===== src/rtl/spi_pkg.sv =====
// Shared definitions for the SPI register-write controller.
// Holds the frame geometry, the write flag carried in the frame MSB, the
// peripheral register map, the controller state type and a helper that
// converts a phase length in clk cycles into a phase-timer load value.
package spi_pkg;

  localparam int SPI_FRAME_BITS = 16;
  localparam logic SPI_WRITE_BIT = 1'b1;

  // Peripheral register map
  localparam logic [6:0] EN_OUT_7_0  = 7'h00;
  localparam logic [6:0] EN_OUT_15_8 = 7'h01;
  localparam logic [6:0] EN_PWM_7_0  = 7'h02;
  localparam logic [6:0] EN_PWM_15_8 = 7'h03;
  localparam logic [6:0] PWM_DUTY    = 7'h04;

  typedef enum logic [2:0] {
    ST_IDLE,
    ST_SETUP,
    ST_SHIFT,
    ST_HOLD,
    ST_GAP
  } spi_state_t;

  // The timer flags terminal count while holding zero, so a phase of N
  // cycles is loaded with N-1.
  function automatic logic [7:0] phase_load(input int cycles);
    return 8'(cycles - 1);
  endfunction

endpackage


===== src/rtl/spi_controller_if.sv =====
// Request/status bundle between a bus master and the SPI controller.
//   req_valid / req_ready : write request handshake
//   req_addr  [6:0]       : target register address
//   req_data  [7:0]       : write data
//   busy                  : a frame is in progress
//   done                  : one-cycle pulse when a frame completes
interface spi_controller_if;

  logic       req_valid;
  logic       req_ready;
  logic [6:0] req_addr;
  logic [7:0] req_data;
  logic       busy;
  logic       done;

  modport master (
    output req_valid, req_addr, req_data,
    input  req_ready, busy, done
  );

  modport slave (
    input  req_valid, req_addr, req_data,
    output req_ready, busy, done
  );

endinterface


===== src/rtl/spi_phase_timer.sv =====
// Loadable 8-bit down-counter used to time every controller phase.
//   clk, rst_n  : clock and asynchronous active-low reset
//   load        : load load_value this cycle (takes priority)
//   load_value  : cycles remaining minus one
//   tc          : terminal count, high while the counter holds zero
// The counter stops at zero instead of wrapping.
module spi_phase_timer (
  input  logic       clk,
  input  logic       rst_n,
  input  logic       load,
  input  logic [7:0] load_value,
  output logic       tc
);

  logic [7:0] count;

  always_ff @(posedge clk or negedge rst_n) begin
    if (!rst_n) begin
      count <= 8'd0;
    end else if (load) begin
      count <= load_value;
    end else if (count != 8'd0) begin
      count <= count - 8'd1;
    end
  end

  assign tc = (count == 8'd0);

endmodule


===== src/rtl/spi_controller.sv =====
// SPI mode-0 write-only controller. Each accepted request is sent as one
// 16-bit frame {write flag, addr[6:0], data[7:0]}, MSB first, framed by
// ncs with programmable setup, hold and inter-frame gap times.
//   clk, rst_n : clock and asynchronous active-low reset
//   bus        : request handshake and busy/done status (slave side)
//   sclk       : SPI clock, idles low
//   ncs        : chip select, active low
//   copi       : serial data out
// sclk, ncs and copi come straight from flops.
module spi_controller
  import spi_pkg::*;
#(
  parameter int CLK_DIV  = 8,
  parameter int CS_SETUP = 8,
  parameter int CS_HOLD  = 8,
  parameter int CS_GAP   = 16
) (
  input  logic             clk,
  input  logic             rst_n,
  spi_controller_if.slave  bus,
  output logic             sclk,
  output logic             ncs,
  output logic             copi
);

  if (CLK_DIV < 4 || CLK_DIV > 255) begin : g_bad_clk_div
    $error("spi_controller: CLK_DIV must be in 4..255");
  end
  if (CS_SETUP < 1 || CS_SETUP > 255) begin : g_bad_cs_setup
    $error("spi_controller: CS_SETUP must be in 1..255");
  end
  if (CS_HOLD < 1 || CS_HOLD > 255) begin : g_bad_cs_hold
    $error("spi_controller: CS_HOLD must be in 1..255");
  end
  if (CS_GAP < 1 || CS_GAP > 255) begin : g_bad_cs_gap
    $error("spi_controller: CS_GAP must be in 1..255");
  end

  spi_state_t                state, state_next;
  logic [SPI_FRAME_BITS-1:0] shreg, shreg_next;
  logic [4:0]                bit_cnt, bit_cnt_next;
  logic                      sclk_next, ncs_next, done_q, done_next;
  logic                      ready_q, ready_next;
  logic                      tmr_load, tmr_tc;
  logic [7:0]                tmr_value;

  spi_phase_timer u_timer (
    .clk        (clk),
    .rst_n      (rst_n),
    .load       (tmr_load),
    .load_value (tmr_value),
    .tc         (tmr_tc)
  );

  // copi is the shift register MSB; zeros shift in behind the frame so
  // the line returns low once the last bit has been sent.
  assign copi          = shreg[SPI_FRAME_BITS-1];
  assign bus.busy      = (state != ST_IDLE);
  assign bus.done      = done_q;
  assign bus.req_ready = ready_q;

  always_ff @(posedge clk or negedge rst_n) begin
    if (!rst_n) begin
      state   <= ST_IDLE;
      shreg   <= '0;
      bit_cnt <= 5'd0;
      sclk    <= 1'b0;
      ncs     <= 1'b1;
      done_q  <= 1'b0;
      ready_q <= 1'b0;
    end else begin
      state   <= state_next;
      shreg   <= shreg_next;
      bit_cnt <= bit_cnt_next;
      sclk    <= sclk_next;
      ncs     <= ncs_next;
      done_q  <= done_next;
      ready_q <= ready_next;
    end
  end

  // Next state plus next values of every registered output. Each phase
  // change reloads the timer with the length of the phase being entered.
  always_comb begin
    state_next   = state;
    shreg_next   = shreg;
    bit_cnt_next = bit_cnt;
    sclk_next    = sclk;
    ncs_next     = ncs;
    done_next    = 1'b0;
    tmr_load     = 1'b0;
    tmr_value    = 8'd0;

    case (state)
      ST_IDLE: begin
        if (bus.req_valid && ready_q) begin
          state_next   = ST_SETUP;
          shreg_next   = {SPI_WRITE_BIT, bus.req_addr, bus.req_data};
          bit_cnt_next = 5'd0;
          ncs_next     = 1'b0;
          sclk_next    = 1'b0;
          tmr_load     = 1'b1;
          tmr_value    = phase_load(CS_SETUP);
        end
      end

      ST_SETUP: begin
        if (tmr_tc) begin
          state_next = ST_SHIFT;
          tmr_load   = 1'b1;
          tmr_value  = phase_load(CLK_DIV);
        end
      end

      ST_SHIFT: begin
        if (tmr_tc) begin
          tmr_load  = 1'b1;
          tmr_value = phase_load(CLK_DIV);
          if (!sclk) begin
            sclk_next = 1'b1;
          end else begin
            // End of a high phase: sclk falls and the next bit is presented.
            sclk_next    = 1'b0;
            shreg_next   = {shreg[SPI_FRAME_BITS-2:0], 1'b0};
            bit_cnt_next = bit_cnt + 5'd1;
            if (bit_cnt == 5'(SPI_FRAME_BITS - 1)) begin
              state_next = ST_HOLD;
              tmr_value  = phase_load(CS_HOLD);
            end
          end
        end
      end

      ST_HOLD: begin
        if (tmr_tc) begin
          state_next = ST_GAP;
          ncs_next   = 1'b1;
          done_next  = 1'b1;
          tmr_load   = 1'b1;
          tmr_value  = phase_load(CS_GAP);
        end
      end

      ST_GAP: begin
        if (tmr_tc) begin
          state_next = ST_IDLE;
        end
      end

      default: begin
        state_next = ST_IDLE;
        ncs_next   = 1'b1;
        sclk_next  = 1'b0;
      end
    endcase

    // Registered so that req_ready stays low during reset and rises on
    // the first edge after release.
    ready_next = (state_next == ST_IDLE);
  end

endmodule


===== src/flat_wrapper.sv =====
// flat-port wrapper written by rule: the top's interface ports become plain ports
module spi_controller_flat import spi_pkg::*;
#(
  parameter int CLK_DIV  = 8,
  parameter int CS_SETUP = 8,
  parameter int CS_HOLD  = 8,
  parameter int CS_GAP   = 16
)
  (clk, rst_n, sclk, ncs, copi, bus_req_valid, bus_req_addr, bus_req_data, bus_req_ready, bus_busy, bus_done);
  spi_controller_if bus_i ();
  input  logic clk;
  input  logic rst_n;
  output logic sclk;
  output logic ncs;
  output logic copi;
  input wire logic [$bits(bus_i.req_valid)-1:0] bus_req_valid;
  input wire logic [$bits(bus_i.req_addr)-1:0] bus_req_addr;
  input wire logic [$bits(bus_i.req_data)-1:0] bus_req_data;
  output wire logic [$bits(bus_i.req_ready)-1:0] bus_req_ready;
  output wire logic [$bits(bus_i.busy)-1:0] bus_busy;
  output wire logic [$bits(bus_i.done)-1:0] bus_done;
  assign bus_i.req_valid = bus_req_valid;
  assign bus_i.req_addr = bus_req_addr;
  assign bus_i.req_data = bus_req_data;
  assign bus_req_ready = bus_i.req_ready;
  assign bus_busy = bus_i.busy;
  assign bus_done = bus_i.done;
  spi_controller #(.CLK_DIV(CLK_DIV), .CS_SETUP(CS_SETUP), .CS_HOLD(CS_HOLD), .CS_GAP(CS_GAP)) u_core (.clk(clk), .rst_n(rst_n), .bus(bus_i), .sclk(sclk), .ncs(ncs), .copi(copi));
endmodule

===== config.mk =====
export PLATFORM = sky130hd
export DESIGN_NAME = spi_controller_flat
export DESIGN_NICKNAME = d
export VERILOG_FILES = /design/src/rtl/spi_pkg.sv /design/src/rtl/spi_controller_if.sv /design/src/rtl/spi_phase_timer.sv /design/src/rtl/spi_controller.sv /design/src/flat_wrapper.sv
export SDC_FILE = /design/constraint.sdc
export NUM_CORES = 1
export LEC_CHECK = 0
export BUFFER_PORTS_ARGS = -buffer_cell sky130_fd_sc_hd__buf_4
export CAP_MARGIN = 25
export CORE_ASPECT_RATIO = 0.6
export CORE_MARGIN = 3
export CORE_UTILIZATION = 45
export CTS_BUF_LIST = sky130_fd_sc_hd__clkbuf_8
export CTS_CLUSTER_DIAMETER = 30
export DETAILED_ROUTE_END_ITERATION = 10
export PLACE_DENSITY_LB_ADDON = 0.15
export SLEW_MARGIN = 10
export SYNTH_ARGS = -nofsm -noshare
export SYNTH_HDL_FRONTEND = slang
export SYNTH_SLANG_ARGS = --single-unit

===== constraint.sdc =====
create_clock -name clk -period 2.9 [get_ports clk]
set_input_delay 0.145 -clock clk [delete_from_list [all_inputs] [get_ports clk]]
set_output_delay 0.145 -clock clk [all_outputs]
set_load 0.02 [all_outputs]

# Yosys cells after proc, flatten, opt, wreduce, memory -nomap -nowiden

Index checks and enable logic that the tools add are counted.

Bitwise logic cells: 2
Reduce and logical (&&, ||, !) cells: 15
$add $sub $neg: 2
Equality and inequality tests: 9
Mux-type cells: 32

Operators by type and width:

| cell                  | number |
|---|---|
| $mux W16              | 3 |
| $pmux W16 S2          | 1 |
| $mux W3               | 9 |
| $pmux W8 S3           | 1 |
| $mux W8               | 2 |
| $mux W5               | 3 |
| $pmux W3 S5           | 1 |
| $pmux W5 S2           | 1 |
| $reduce_or A3 Y1      | 3 |
| $logic_not A8 Y1      | 1 |
| $ne A2 B1 Y1 const B  | 4 |
| $reduce_bool A8 Y1    | 1 |
| $sub A8 B1 Y8 const B | 1 |
| $mux W1               | 7 |
| $eq A3 B2 Y1 const B  | 2 |
| $logic_not A3 Y1      | 2 |
| $pmux W1 S3           | 2 |
| $reduce_and A3 Y1     | 2 |
| $add A5 B1 Y5 const B | 1 |
| $eq A5 B4 Y1 const B  | 1 |
| $mux W4               | 1 |
| $reduce_and A4 Y1     | 1 |
| $reduce_bool A2 Y1    | 2 |
| $eq A3 B1 Y1 const B  | 1 |
| 6 further kinds       | 7 |

Output and inout bits: 6
Logic and storage cells: 68
Bits of input ports: 18
Register bits after elaboration: 36

# Logic depth before layout (Yosys ltp)

Depth after elaboration: 6
Mapped depth: 8
Mapped depth without buffers: 6

# Cells and area by module

Synthesis repeated with hierarchy kept, for this count alone.

Cells, all modules: 183
Area, all modules: 1873.0 um^2

By module, submodules not included:

| module          | area each (um^2) | cells an instance | instances | seq. area each (um^2) |
|---|---|---|---|---|
| spi_controller  | 1396.3           | 129               | 1         | 701.9 |
| spi_phase_timer | 476.7            | 54                | 1         | 200.2 |

# Worst setup path after synthesis

OpenSTA, ideal clock, no wires.

Path type: register -> register
Start: register u_core.state[1]
End: register u_core.shreg[15]
Clock period less this slack: 1.731 ns
Setup slack: 1.169 ns
Data arrival time: 1.658 ns
Setup time: 0.073 ns
Data required time: 2.827 ns
Buffers on the path: 3
Stages on the path, launching flop included: 8
Cells stage by stage: dfrtp_1 > buf_6 > or3_4 > or2_1 > and2_4 > buf_6 > buf_6 > a21oi_2

Cells in the longest elaborated chain, start to end: 3
Elaborated cells on any way between the ends: 8
Classes of those cells: 4 x eq/ne; 1 x mux; 3 x reduce/logical

Ends and longest elaborated chain:

| item                                                                | line                 | source |
|---|---|---|
| from (decl)                                                         | spi_controller.sv:39 | `spi_state_t state, state_next;` |
| from (signal assigned)                                              | spi_controller.sv:72 | `state <= state_next;` |
| $eq A3 B2 Y1 or $logic_not A3 Y1 (tied branches)                    | spi_controller.sv:94 | `case (state)` |
| $ne A2 B1 Y1 (no source line) or $reduce_bool A2 Y1 (tied branches) | -                    |  |
| $reduce_and A4 Y1 (no source line)                                  | -                    |  |
| to (signal assigned)                                                | spi_controller.sv:73 | `shreg <= shreg_next;` |
| to (decl)                                                           | spi_controller.sv:40 | `logic [SPI_FRAME_BITS-1:0] shreg, shreg_next;` |

Several ways; a longest one is shown, not always the timed one.
A chain may end at the register's enable or synchronous reset.

# Final worst setup path

Start: register u_core.u_timer.count[0]
End: register u_core.bit_cnt[4]

Cells in the longest elaborated chain, start to end: 3

Ends and longest elaborated chain:

| item                               | line                  | source |
|---|---|---|
| from (decl)                        | spi_phase_timer.sv:15 | `logic [7:0] count;` |
| from (signal assigned)             | spi_phase_timer.sv:21 | `count <= load_value;` |
| from (signal assigned)             | spi_phase_timer.sv:23 | `count <= count - 8'd1;` |
| $logic_not A8 Y1                   | spi_phase_timer.sv:27 | `assign tc = (count == 8'd0);` |
| $ne A2 B1 Y1 (no source line)      | -                     |  |
| $reduce_and A4 Y1 (no source line) | -                     |  |
| to (signal assigned)               | spi_controller.sv:74  | `bit_cnt <= bit_cnt_next;` |
| to (decl)                          | spi_controller.sv:41  | `logic [4:0] bit_cnt, bit_cnt_next;` |

No other way between the ends.

==> impl_metrics.toml <==
[outcome]
status = "completed"

[detailed_routing]
viasPerCell = 5.45
routed_wl_um = 3790
drcViolationCount = 0
num_vias = 1433
antenna_left = 0
drt-pass1-iter-count = 4
wl_per_cell_um = 14.4
drtIter0Drc = 98

[setup_path]
path_depth = 6
cp_slowest_stage_delay_ns = 0.40
cp.required_ns = 3.09
crit_type = "flip-flop to flip-flop"
worst-path-max-fanout = 26
critical_path.cell_chain = "inv_1, ha_1, nor3b_2, nand4_4, and2_4, o41ai_2"
end_kind = "flip-flop"
crit_family = "simple AND/OR/NAND/NOR gates"
r2r_cells = 6
slowest_stage = "nand4_4"
cp.arrival_ns = 2.32
start_kind = "flip-flop"
worstPathBufferInverterCount = 1

[job]
maxCapViolCount = 0

[cts]
clockBufferDepth = 2
cts.sinks = 36
cts_buffers = 5
cts_tree = "done"
root_buffer = "clkbuf_8"
worstSkewPairLatency_ns = 0.28
h-tree-depth = 2
clk_pin_slew_ns = 0.07

[grt]
grt_max_degree = 37
grt_usage = 0.158
grt_pass1_wl_um = 6530
antenna_found_initial = 0
grt-ovfl-total = 0
grt_pass1_vias = 1411

[yosys]
syn_avg_cell_area_um2 = 10.3
ys_seq_area_frac = 0.476
yosys_warnings = 0
async_flop_share = 1.00
yosys.cell_types.count = 42
syn_nets = 206
synth_edf_count = 0
ys.flop_type = "dfrtp_1"
synth_seq_cells = 36
netlist_area_um2 = 1900
synth_cells = 185

[pwr]
power_leakage_nw = 0.904
pwr-share-comb = 0.050
peakVddDrop_uv = 217
clkPwrFrac = 0.390
internal_power_w = 0.000726
p_switching_w = 0.000199
power_per_cell_area_nw_per_um2 = 424
switching_share = 0.216
seqPwrFrac = 0.559

[floorplan]
dieArea_um2 = 5060
fp.dieW_um = 89.8
rows = 17
fp.coreArea_um2 = 3850
initial_core_util = 0.493
die_h_um = 56.3
ios = 24

[sta]
tightest_slew_ns = 0.739
maxClockFrequency_mhz = 468
rsz0062_at_grt = "no"
min_period_ns = 2.14
finalHoldViolCount = 0
setup_ws_ns = 0.763
slew_viol_final = 0
period_share = 0.737
relSlewSlack = 0.507
finalSetupViolations = 0
whs_ns = 0.0663
setup_tns_ns = 0
skew_ns = 0.00749

[final_layout]
antennaDiodeCount = 0
finish.utilization = 0.567
drive_above_1_share = 0.252
syn2layout_area_growth_pct = 15.1
layout_commonest_cell = "dfrtp_1"
layout.cells.non_filler = 263
final_cell_mix = "dfrtp_1, buf_4, nand3_1"
nets = 226

[placement]
dp_hpwl_um = 2670
portBuffers = 23
gp_congestion = 0.810
dp_slack_ns = 0.756
place_inst = 254

[min_path]
hold_depth = 3
min_path_type = "input pin to flip-flop"
## worst paths after layout
check	start	endpoint	slack [ns]
worst max-delay path	u_core.u_timer.count[0]$_DFFE_PN0P_	u_core.bit_cnt[4]$_DFFE_PN0P_	0.76
worst min-delay path	bus_req_data[0]	u_core.shreg[0]$_DFFE_PN0P_	0.07
worst max register to register	u_core.u_timer.count[0]$_DFFE_PN0P_	u_core.bit_cnt[4]$_DFFE_PN0P_	0.76
worst min register to register	u_core.shreg[8]$_DFFE_PN0P_	u_core.shreg[8]$_DFFE_PN0P_	0.51
max in group asynchronous	rst_n	u_core.ncs$_DFFE_PN1P_	2.19
min in group asynchronous	rst_n	u_core.u_timer.count[1]$_DFFE_PN0P_	0.35
## repair_timing
item	CTS	global route
hold endpoints to repair	35	0
gates resized for setup	0	0
setup buffers	0	0
hold buffers	1	0
## logic make-up (layout without fill, tap and decap cells)
family,count (synthesis),in the layout,synth area share
flops,36,36,0.476
mux,17,17,0.0897
buf+inv,20,41,0.0541
xor+xnor,3,3,0.0139
fa+ha+maj,3,3,0.0198
simple gates,70,70,0.214
compound gates,36,36,0.133
## through the flow
stage          total power, W  instance area, um^2
5_1_grt              0.000970                 2180
4_1_cts              0.000936                 2180
3_3_place_gp         0.000572                 2080
3_5_place_dp         0.000574                 2080
2_1_floorplan        0.000542                 1900
6_report             0.000925                 2180
## layer usage
layer  part of all wire  global-route usage  vias to the layer above
li1                   -                   -                      699
met1               0.51               0.218                      699
met2               0.44               0.241                       31
met3              0.049              0.0576                        4
met4             0.0071              0.0306                        0
met5                  0                   0                        -
## power groups by stage
stage	Clock, W	Sequential, W	Combinational [W]
floorplan	0	0.000525	0.0000167
global placement	0	0.000527	0.0000457
detailed placement	0	0.000527	0.0000468
CTS	0.000370	0.000517	0.0000479
global route	0.000399	0.000518	0.0000531
finish	0.000361	0.000518	0.0000464
## cells in the mapped netlist (2+ instances only)
library cell / instances / area (um^2)
ha_1: 3 / 37.5
o21ai_2: 9 / 78.8
nor2b_1: 2 / 12.5
buf_2: 4 / 20.0
nand2_1: 6 / 22.5
nor2_1: 13 / 48.8
buf_6: 3 / 33.8
o211ai_1: 2 / 15.0
a21oi_1: 5 / 25.0
nand3_1: 22 / 110
or4_1: 3 / 22.5
mux2i_1: 17 / 170
inv_1: 8 / 30.0
o21ai_0: 12 / 60.1
clkbuf_1: 5 / 18.8
dfrtp_1: 35 / 876
a211o_1: 2 / 17.5
nor3_1: 7 / 35.0
nand2b_1: 3 / 18.8
xnor2_1: 2 / 17.5
## worst reg2reg max path, delay by kind of cell (launching register included)
| kind | cells | cell delay [ns] |
|---|---|---|
| fa+ha+maj | 1 | 0.18 |
| buf+inv | 1 | 0.09 |
| simple gates | 3 | 1.17 |
| compound gates | 1 | 0.21 |
| flops | 1 | 0.39 |
## layout make-up
type	instances	area, um^2
multi-input combinational	129	897
tap	57	71.3
sequential	36	902
timing repair buffer	25	190
clock buffer	6	82.6
clock inverter	2	10.0
fill	351	1670
inverter	8	30.0
## sequential cells by signal (all words and copies together), names as in the netlist
| name | count |
|---|---|
| u_core.bit_cnt | 5 |
| u_core.bus.done | 1 |
| u_core.shreg | 16 |
| u_core.ncs | 1 |
| u_core.state | 3 |
| u_core.u_timer.count | 8 |
| u_core.bus.req_ready | 1 |
| u_core.sclk | 1 |
Note: power is estimated with default switching activity, not from simulation.
